`config.mk`:
```
export PLATFORM = sky130hd
export DESIGN_NAME = fp_add_arbiter
export DESIGN_NICKNAME = d
export VERILOG_FILES = /design/src/rtl/fp_add_arbiter.sv
export SDC_FILE = /design/constraint.sdc
export NUM_CORES = 1
export LEC_CHECK = 0
export ABC_AREA = 0
export BUFFER_PORTS_ARGS = -buffer_cell sky130_fd_sc_hd__buf_4
export CAP_MARGIN = 20
export CORE_AREA = 8 8 149 151
export DETAILED_ROUTE_END_ITERATION = 8
export DIE_AREA = 0 0 157 159
export PLACE_DENSITY = 0.62
export SLEW_MARGIN = 15
export SYNTH_ARGS = -nofsm -noshare
export SYNTH_HDL_FRONTEND = slang
export SYNTH_SLANG_ARGS = --single-unit
```
`constraint.sdc`:
```
create_clock -name clk -period 5.8 [get_ports clk]
set_clock_uncertainty 0.2 [all_clocks]
set_input_delay 1.16 -clock clk [delete_from_list [all_inputs] [get_ports clk]]
set_output_delay 1.16 -clock clk [all_outputs]
set_load 0.01 [all_outputs]
```
`src/rtl/fp_add_arbiter.sv`:
```
// Round-robin scheduler that shares one external single-precision adder among NREQ requesters.
// Optional subtract mode is enabled by defining FPA_ARB_SUB_EN, which adds the req_sub input.
module fp_add_arbiter #(
  parameter  int XLEN    = 32,
  parameter  int NREQ    = 4,
  parameter  int ADD_LAT = 1,
  localparam int IDW     = $clog2(NREQ)
) (
  input  logic                 clk,
  input  logic                 rst,
  input  logic [NREQ-1:0]      req_valid,
  output logic [NREQ-1:0]      req_ready,
  input  logic [NREQ*XLEN-1:0] req_a,
  input  logic [NREQ*XLEN-1:0] req_b,
`ifdef FPA_ARB_SUB_EN
  input  logic [NREQ-1:0]      req_sub,
`endif
  output logic [XLEN-1:0]      add_a,
  output logic [XLEN-1:0]      add_b,
  input  logic [XLEN-1:0]      add_result,
  output logic                 rsp_valid,
  input  logic                 rsp_ready,
  output logic [IDW-1:0]       rsp_id,
  output logic [XLEN-1:0]      rsp_data,
  output logic                 busy
);

  localparam int CNT_W = $clog2(ADD_LAT + 1);

  typedef enum logic [1:0] {
    S_IDLE,
    S_WAIT,
    S_RESP
  } state_t;

  state_t            state_q, state_d;
  logic [IDW-1:0]    ptr_q, ptr_d;
  logic [XLEN-1:0]   add_a_q, add_a_d;
  logic [XLEN-1:0]   add_b_q, add_b_d;
  logic [IDW-1:0]    rsp_id_q, rsp_id_d;
  logic [XLEN-1:0]   rsp_data_q, rsp_data_d;
  logic              rsp_valid_q, rsp_valid_d;
  logic [CNT_W-1:0]  cnt_q, cnt_d;

  logic              grant_vld;
  logic [IDW-1:0]    grant_idx;
  logic [IDW-1:0]    cand_idx;
  logic              accept;
  logic [XLEN-1:0]   sel_b;

  // Search starts just past the last served requester so the previous winner has lowest priority.
  always_comb begin
    grant_vld = 1'b0;
    grant_idx = '0;
    cand_idx  = '0;
    for (int k = 1; k <= NREQ; k++) begin
      cand_idx = IDW'((int'(ptr_q) + k) % NREQ);
      if (!grant_vld && req_valid[cand_idx]) begin
        grant_vld = 1'b1;
        grant_idx = cand_idx;
      end
    end
  end

  always_comb begin
    req_ready = '0;
    if (!rst && (state_q == S_IDLE) && grant_vld) begin
      req_ready[grant_idx] = 1'b1;
    end
  end

  assign accept = |(req_valid & req_ready);

`ifdef FPA_ARB_SUB_EN
  assign sel_b = req_b[grant_idx*XLEN +: XLEN] ^ {req_sub[grant_idx], {(XLEN-1){1'b0}}};
`else
  assign sel_b = req_b[grant_idx*XLEN +: XLEN];
`endif

  always_comb begin
    state_d     = state_q;
    ptr_d       = ptr_q;
    add_a_d     = add_a_q;
    add_b_d     = add_b_q;
    rsp_id_d    = rsp_id_q;
    rsp_data_d  = rsp_data_q;
    rsp_valid_d = rsp_valid_q;
    cnt_d       = cnt_q;
    case (state_q)
      S_IDLE: begin
        if (accept) begin
          add_a_d  = req_a[grant_idx*XLEN +: XLEN];
          add_b_d  = sel_b;
          rsp_id_d = grant_idx;
          cnt_d    = CNT_W'(ADD_LAT);
          state_d  = S_WAIT;
        end
      end
      S_WAIT: begin
        cnt_d = cnt_q - CNT_W'(1);
        if (cnt_q == CNT_W'(1)) begin
          rsp_data_d  = add_result;
          rsp_valid_d = 1'b1;
          state_d     = S_RESP;
        end
      end
      S_RESP: begin
        if (rsp_ready) begin
          rsp_valid_d = 1'b0;
          ptr_d       = rsp_id_q;
          state_d     = S_IDLE;
        end
      end
      default: begin
        state_d = S_IDLE;
      end
    endcase
  end

  always_ff @(posedge clk) begin
    if (rst) begin
      state_q     <= S_IDLE;
      ptr_q       <= IDW'(NREQ - 1);
      add_a_q     <= '0;
      add_b_q     <= '0;
      rsp_id_q    <= '0;
      rsp_data_q  <= '0;
      rsp_valid_q <= 1'b0;
      cnt_q       <= '0;
    end else begin
      state_q     <= state_d;
      ptr_q       <= ptr_d;
      add_a_q     <= add_a_d;
      add_b_q     <= add_b_d;
      rsp_id_q    <= rsp_id_d;
      rsp_data_q  <= rsp_data_d;
      rsp_valid_q <= rsp_valid_d;
      cnt_q       <= cnt_d;
    end
  end

  assign add_a     = add_a_q;
  assign add_b     = add_b_q;
  assign rsp_valid = rsp_valid_q;
  assign rsp_id    = rsp_id_q;
  assign rsp_data  = rsp_data_q;
  assign busy      = (state_q != S_IDLE);

endmodule

```
# Yosys cells after proc, flatten, opt, wreduce, memory -nomap -nowiden
# Index checks and enable logic that the tools add are counted.
# totals
out_inout_bits,104
input_bits,295
regBits,104
# classes
n_shift,2
n_reduce_logical,21
n_mux,28
n_addsub,5
order_cmp,6
bitwise_logic,1
n_eq_ne,5
# ops
operator,n
128-bit by 8-bit variable part select with 32-bit output,2
2-bit by 3-bit < comparator with 1-bit output (second input constant),5
2-bit two-way mux,7
1-bit two-way mux,12
1-bit binary-select mux with 2-bit select,4
2-bit AND reduction,4
1-bit logical AND,6
2-bit != test (second input constant),3
2-bit case mux with 3 select lines,1
3-bit AND reduction,2
2-bit nonzero test,3
2-bit by 1-bit adder with 2-bit output (second input constant),2
2-bit adder (second input constant),2
4-bit bitwise AND,1
1-bit zero test,4
4-bit two-way mux,1
1-bit case mux with 2 select lines,2
4-bit OR reduction,1
1-bit demux with 2-bit select,1
2-bit by 1-bit equality test with 1-bit output (second input constant),1
2-bit equality test (second input constant),1
2-bit by 1-bit >= comparator with 1-bit output (second input constant),1
2-bit zero test,1
1-bit subtractor (second input constant),1

# Longest topological paths before layout
# Gate-level depths: netlist of run 1.
# logic_depth
ltp_word,22
mapped_depth,8
mapped_depth_nobuf,5

# Worst setup path after synthesis of run 1
# Ideal clock, no wire load.
# synth_path
kind,input to output
from,input req_valid[2]
to,output req_ready[0]
arrival_ps,2343
t_required_ps,4440
stages,6
path_slack_ps,2097
cell_sequence,clkbuf_2 nor4_1 nor4_4 buf_4 clkbuf_1 and2_1
# synth_via
elab_chain_len,17
# synth_lines
element,line_no,source
start: declaration,11,"input logic [NREQ-1:0] req_valid,"
1-bit binary-select mux with 2-bit select,58,if (!grant_vld && req_valid[cand_idx]) begin
1-bit two-way mux (not written as such),58,
1-bit two-way mux,58,
1-bit zero test,58,
1-bit logical AND,58,
1-bit two-way mux,58,
1-bit zero test,58,
1-bit logical AND,58,
1-bit two-way mux,58,
1-bit zero test,58,
1-bit logical AND,58,
2-bit two-way mux,58,
2-bit by 3-bit < comparator with 1-bit output (not written as such) / 2-bit by 1-bit >= comparator with 1-bit output (equally long branches),68,req_ready[grant_idx] = 1'b1;
1-bit logical AND (not written as such),68,
1-bit two-way mux (not written as such),68,
1-bit demux with 2-bit select,68,
4-bit two-way mux *,67,if (!rst && (state_q == S_IDLE) && grant_vld) begin
end: declaration,12,"output logic [NREQ-1:0] req_ready,"
# Mark *: on every way between the ends. The rest lies on a longest branch, timed or not. The select of a mux whose other input is x is not followed.

# Worst setup path after layout of run 1
# layout_path
from,input rst
to,output req_ready[1]
# layout_via
elab_chain_len,4
# layout_lines
element,line_no,source
start: declaration,10,"input logic rst,"
1-bit zero test,67,
1-bit logical AND (2 in series),67,
4-bit two-way mux,67,
# Every way passes these cells.

==> results.yml, run 1 <==
yosys:
  synth_cell_types: 33
  ys_top_cells_by_area: "dfxtp_1, a222oi_1, a311oi_1"
  synth.largest_area_cell: "dfxtp_1"
  synth_area_mm2: 0.00483
  synth-edff-count: 0
  synth_seq_cells: 104
  syn-mean-instance-area_um2: 8.31
  synth_ff_type: "dfxtp_1"
  syn_inst: 581
  async_reset_ff_share_pct: 0
  yosys_warnings: 0
  syn_nets: 876
  synth_commonest_cells: "nand2_1, dfxtp_1, nor2_1"
  yosysTopAreaCellShare_pct: 43.1
  synthMostInstantiatedCell: "nand2_1"
  synth-seq-area-share_pct: 43.1
detailed_routing:
  drt_pass1_iterations: 9
  wl_per_cell_um: 19.0
  via_per_inst: 5.00
  final_antenna_net_count: 0
  drt_iter0_markers: 536
  dr_total_vias: 6042
  wirelength_mm: 23.0
  drc_errors: 0
global_route:
  grt_max_degree: 77
  grt_usage_pct: 17.4
  grt_overflow: 0
  grt_antenna_before_repair: 0
  grt_pass1_wl_mm: 34.3
  grt_pass1_vias: 6039
critical_path:
  worstPathArrival_ns: 2.44
  cp-end-kind: "output pin"
  reg2reg_slack_ns: 3.01
  slowest_stage: "or4_1"
  path_common_cell: "buf_4"
  reg2reg_from: "ptr_q[0]$_SDFFE_PP1P_"
  reg2regPathDepth: 6
  cp.required_ns: 4.44
  slowest_delay_ns: 0.59
  path_class: "in -> out"
  path_cells: "buf_4 -> or4_1 -> nor3_1 -> buf_4"
  r2r_end: "add_b[9]$_SDFFE_PP0P_"
  cp-start-kind: "primary input"
  worst-path-max-fanout: 53
clock_tree:
  cts_buffers: 9
  cts_setup_buffers: 0
  post_cts_resized: 0
  path_clk_slew_ns: 0.08
  root_buffer: "clkbuf_16"
  cts_max_path_buffers: 2
  htree_levels: 3
  cts_hold_buf: 0
  numClockSinks: 104
  cts_tree: "built"
  clock_latency_ns: 0.35
floorplan:
  start_util_pct: 24.3
  num_rows: 52
  coreArea_mm2: 0.0198
  die_h_um: 159
  fp.dieArea_mm2: 0.0250
  die_w_um: 157
  io_pins: 399
cells_and_area:
  drive_gt1_share_pct: 46.1
  fillCellCount: 1997
  areaGrowthSynthToFinish_pct: 71.2
  nets: 1228
  final_core_util_pct: 41.7
  diodes: 0
sta:
  tightest_slew_ns: 0.870
  fin_crit_sh_pct: 65.6
  fin_setup_tns_ns: 0
  setup_viol: 0
  whs_ns: 0.258
  max_freq_mhz: 263
  max_slew_margin_pct: 41.9
  final_max_slew_viol_count: 0
  rsz0062_at_grt: "no"
  hold_viol: 0
  period_needed_ns: 3.80
status:
  status: "complete, no violations"
min_path:
  hold-path-endpoint: "rsp_data[17]$_SDFFE_PP0P_"
  min_path_type: "reg -> reg"
  hold_start: "rsp_data[17]$_SDFFE_PP0P_"
  hold_depth: 2
pwr:
  powerDensity_mw_per_mm2: 244
  p_leak_nw: 3.55
  power_mw: 2.02
  ir_drop_v: 0.000120
placement:
  gp_congestion: 0.821
  portBuffers: 398
  dp.final_hpwl_mm: 17.7
job:
  drv_cap: 0
==> cell usage in the layout, fill, tap and decap left out, drive strengths merged <==
cell type	count
or2	2
nor2	76
clkinvlp	1
nand2b	5
inv	6
a2111oi	2
a21oi	38
nand3b	1
clkbuf	9
nor4	2
and2	3
mux2i	1
or4	1
a222oi	64
o211a	1
clkinv	2
buf	406
or3	1
or2b	1
a221oi	1
a311oi	65
nor2b	2
o2bb2ai	1
dfxtp	104
a22oi	1
bufinv	1
o21ai	3
nand2	132
nor3	6
==> where the power goes <==
| group | switching [mW] | internal [mW] | total [mW] |
|---|---|---|---|
| logic | 0.250 | 0.289 | 0.539 |
| clock network | 0.315 | 0.349 | 0.664 |
| registers | 0.0399 | 0.777 | 0.816 |
| total | 0.605 | 1.41 | 2.02 |
==> layout make-up <==
cell class,count,area (um2),area share [%]
clock buffers,9,225,2.72
clock inverters,7,98.8,1.20
inverters,3,11.3,0.136
multi-input cells,409,2460,29.8
flip-flops and latches,104,2080,25.2
well taps,270,338,4.09
repair buffers,406,3050,36.9
==> sequential cells by signal, indices dropped and copies added, names as in the netlist <==
register   flops
cnt_q          1
add_b         32
ptr_q          2
state_q        2
rsp_data      32
rsp_id         2
rsp_valid      1
add_a         32
==> cell families (layout without fill, tap and decap cells) <==
logic type             count (synthesis)  count (layout)  synth area share [%]
buffers and inverters                 68             425                  6.61
multiplexers                           1               1                 0.207
AO/OA/AOI/OAI                        176             176                  30.5
flip-flops                           104             104                  43.1
AND/OR/NAND/NOR                      232             232                  19.6
==> worst max-delay path, delay by kind of cell <==
kind,cells,cell delay [ns]
buffers and inverters,2,0.44
and+or+nand+nor,2,0.83
==> through the flow <==
step,setup slack [ns],instance area [um2],cells
after global routing,1.89,8270,1208
after CTS,1.97,8270,1208
after global placement,2.00,7940,1192
after floorplan,2.10,4830,581
final,2.00,8270,1208
after detailed placement,1.97,7940,1192
==> metal layers <==
metal / GRT usage [%] / up-vias / wire length [um]
li1: - / 2919 / -
met1: 20.1 / 2815 / 9010
met2: 30.8 / 292 / 11600
met3: 5.35 / 16 / 2180
met4: 3.63 / 0 / 204
met5: 0 / - / 0
==> worst max path at each step <==
| stage | start | endpoint | cells after the start |
|---|---|---|---|
| after floorplan | req_valid[2] | req_ready[0] | 6 |
| after global placement | rst | req_ready[1] | 4 |
| after detailed placement | rst | add_a[14]$_SDFFE_PP0P_ | 6 |
| after CTS | rst | req_ready[1] | 4 |
| after global routing | rst | req_ready[1] | 4 |
| final | rst | req_ready[1] | 4 |
No activity file was read; power rests on OpenSTA's default activity.
==> run 2, diff against run 1 <==
--- a/config.mk
+++ b/config.mk
@@ -8,10 +8,10 @@
 export ABC_AREA = 0
 export BUFFER_PORTS_ARGS = -buffer_cell sky130_fd_sc_hd__buf_4
 export CAP_MARGIN = 20
-export CORE_AREA = 8 8 149 151
+export CORE_AREA = 8 8 150 152
 export DETAILED_ROUTE_END_ITERATION = 8
-export DIE_AREA = 0 0 157 159
-export PLACE_DENSITY = 0.62
+export DIE_AREA = 0 0 158 160
+export PLACE_DENSITY = 0.61
 export SLEW_MARGIN = 15
 export SYNTH_ARGS = -nofsm -noshare
 export SYNTH_HDL_FRONTEND = slang
==> constraint.sdc (replaced) <==
create_clock -name clk -period 3.9 [get_ports clk]
set_clock_uncertainty 0.2 [all_clocks]
set_input_delay 0.78 -clock clk [delete_from_list [all_inputs] [get_ports clk]]
set_output_delay 0.78 -clock clk [all_outputs]
set_load 0.01 [all_outputs]
==> results.yml, run 2 (synthesized netlist as in run 1, its figures left out) <==
critical_path:
  path_class: "in -> out"
  slowest_stage: "nor4_1"
  reg2reg_from: "ptr_q[0]$_SDFFE_PP1P_"
  slowest_delay_ns: 0.62
  reg2reg_slack_ns: 1.22
  r2r_end: "add_a[0]$_SDFFE_PP0P_"
  path_cells: "buf_4 -> nor4_1 -> or4_1 -> nor3_1 -> buf_4"
  critPathLaunch: "req_valid[1]"
  reg2regPathDepth: 6
  worst-path-max-fanout: 7
  cp-start-kind: "primary input"
  worstPathArrival_ns: 2.05
  critical_path.endpoint: "req_ready[1]"
  cp-end-kind: "output pin"
  cp.required_ns: 2.92
  path_common_cell: "buf_4"
sta:
  max_slew_margin_pct: 35.2
  max_freq_mhz: 330
  final_max_slew_viol_count: 0
  setup_viol: 0
  period_needed_ns: 3.03
  worst_slack_ns: 0.873
  whs_ns: 0.255
  tightest_slew_ns: 0.971
  rsz0062_at_grt: "no"
  fin_setup_tns_ns: 0
  hold_viol: 0
  fin_crit_sh_pct: 77.6
clock_tree:
  path_clk_slew_ns: 0.07
  cts_max_path_buffers: 2
  post_cts_resized: 0
  cts_tree: "built"
  clock_latency_ns: 0.36
  cts_setup_buffers: 0
  cts_hold_buf: 0
  numClockSinks: 104
  root_buffer: "clkbuf_16"
  htree_levels: 3
  cts_buffers: 9
detailed_routing:
  via_per_inst: 4.96
  wl_per_cell_um: 19.8
  dr_total_vias: 6011
  drc_errors: 0
  wirelength_mm: 23.9
  drt_pass1_iterations: 8
  drt_iter0_markers: 554
  final_antenna_net_count: 0
global_route:
  grt_usage_pct: 18.0
  grt_antenna_before_repair: 1
  grt_overflow: 0
  grt_pass1_vias: 6261
  grt_pass1_wl_mm: 35.7
  grt_max_degree: 129
floorplan:
  fp.dieArea_mm2: 0.0253
  io_pins: 399
  die_h_um: 160
  num_rows: 52
  die_w_um: 158
  coreArea_mm2: 0.0200
  start_util_pct: 24.1
cells_and_area:
  seq_area_mm2: 0.00208
  areaGrowthSynthToFinish_pct: 71.5
  drive_gt1_share_pct: 46.2
  nets: 1230
  final_cell_area_mm2: 0.00828
  final_cell_mix: "buf_4, nand2_1, dfxtp_1"
  final_common_cell: "buf_4"
  multi_input_area_mm2: 0.00246
  finalNonFillerCells: 1211
  final_core_util_pct: 41.3
  fillCellCount: 2084
placement:
  placedCellCount: 1194
  portBuffers: 398
  gp_congestion: 0.794
  place_area_mm2: 0.00797
  post-place-ws_ns: 0.666
  dp.final_hpwl_mm: 18.4
pwr:
  power_frac_comb_pct: 27.3
  power_frac_seq_pct: 41.0
  power.switching_uw: 906
  power.internal_mw: 2.05
  ir_drop_v: 0.000170
  power_mw: 2.95
  powerDensity_mw_per_mm2: 356
  p_leak_nw: 3.56
  p_sw_share_pct: 30.7
  clock_power_share_pct: 31.7
job:
  drv_cap: 0
min_path:
  hold_start: "rsp_data[27]$_SDFFE_PP0P_"
  min_path_type: "reg -> reg"
status:
  status: "complete, no violations"
## run 2: metal layers
metal	GRT usage, %	share of wire, %	vias up
met5	0	0	-
met4	6.26	2.0	0
met3	5.72	10	28
met2	30.9	50	297
met1	20.4	38	2761
li1	-	-	2925
## run 2: worst min-delay path by stage
stage               depth (start not counted)                        end
global placement                            2  rsp_data[29]$_SDFFE_PP0P_
global route                                2  rsp_data[14]$_SDFFE_PP0P_
finish                                      2  rsp_data[27]$_SDFFE_PP0P_
floorplan                                   1    state_q[0]$_SDFFE_PP0P_
detailed placement                          2  rsp_data[21]$_SDFFE_PP0P_
CTS                                         2  rsp_data[25]$_SDFFE_PP0P_
## run 2: final cells by class
| class | instances | area share, % |
|---|---|---|
| Timing Repair Buffer | 408 | 37.1 |
| Clock inverter | 7 | 1.03 |
| Antenna cell | 1 | 0.0302 |
| Inverter | 3 | 0.136 |
| Multi-Input combinational cell | 409 | 29.8 |
| Clock buffer | 9 | 2.72 |
| Tap cell | 270 | 4.08 |
| Sequential cell | 104 | 25.1 |
## run 2: worst max-delay path, delay by kind of cell
family	cells	cell delay, ns
AND/OR/NAND/NOR	3	0.96
buffers and inverters	2	0.31
## run 2: power by group through the flow
stage          registers, mW  clock network (mW)  logic [mW]
2_1_floorplan           1.27                   0       0.315
3_3_place_gp            1.23                   0       0.816
3_5_place_dp            1.24                   0       0.817
4_1_cts                 1.21               0.966       0.818
5_1_grt                 1.23                1.01       0.881
6_report                1.21               0.936       0.807
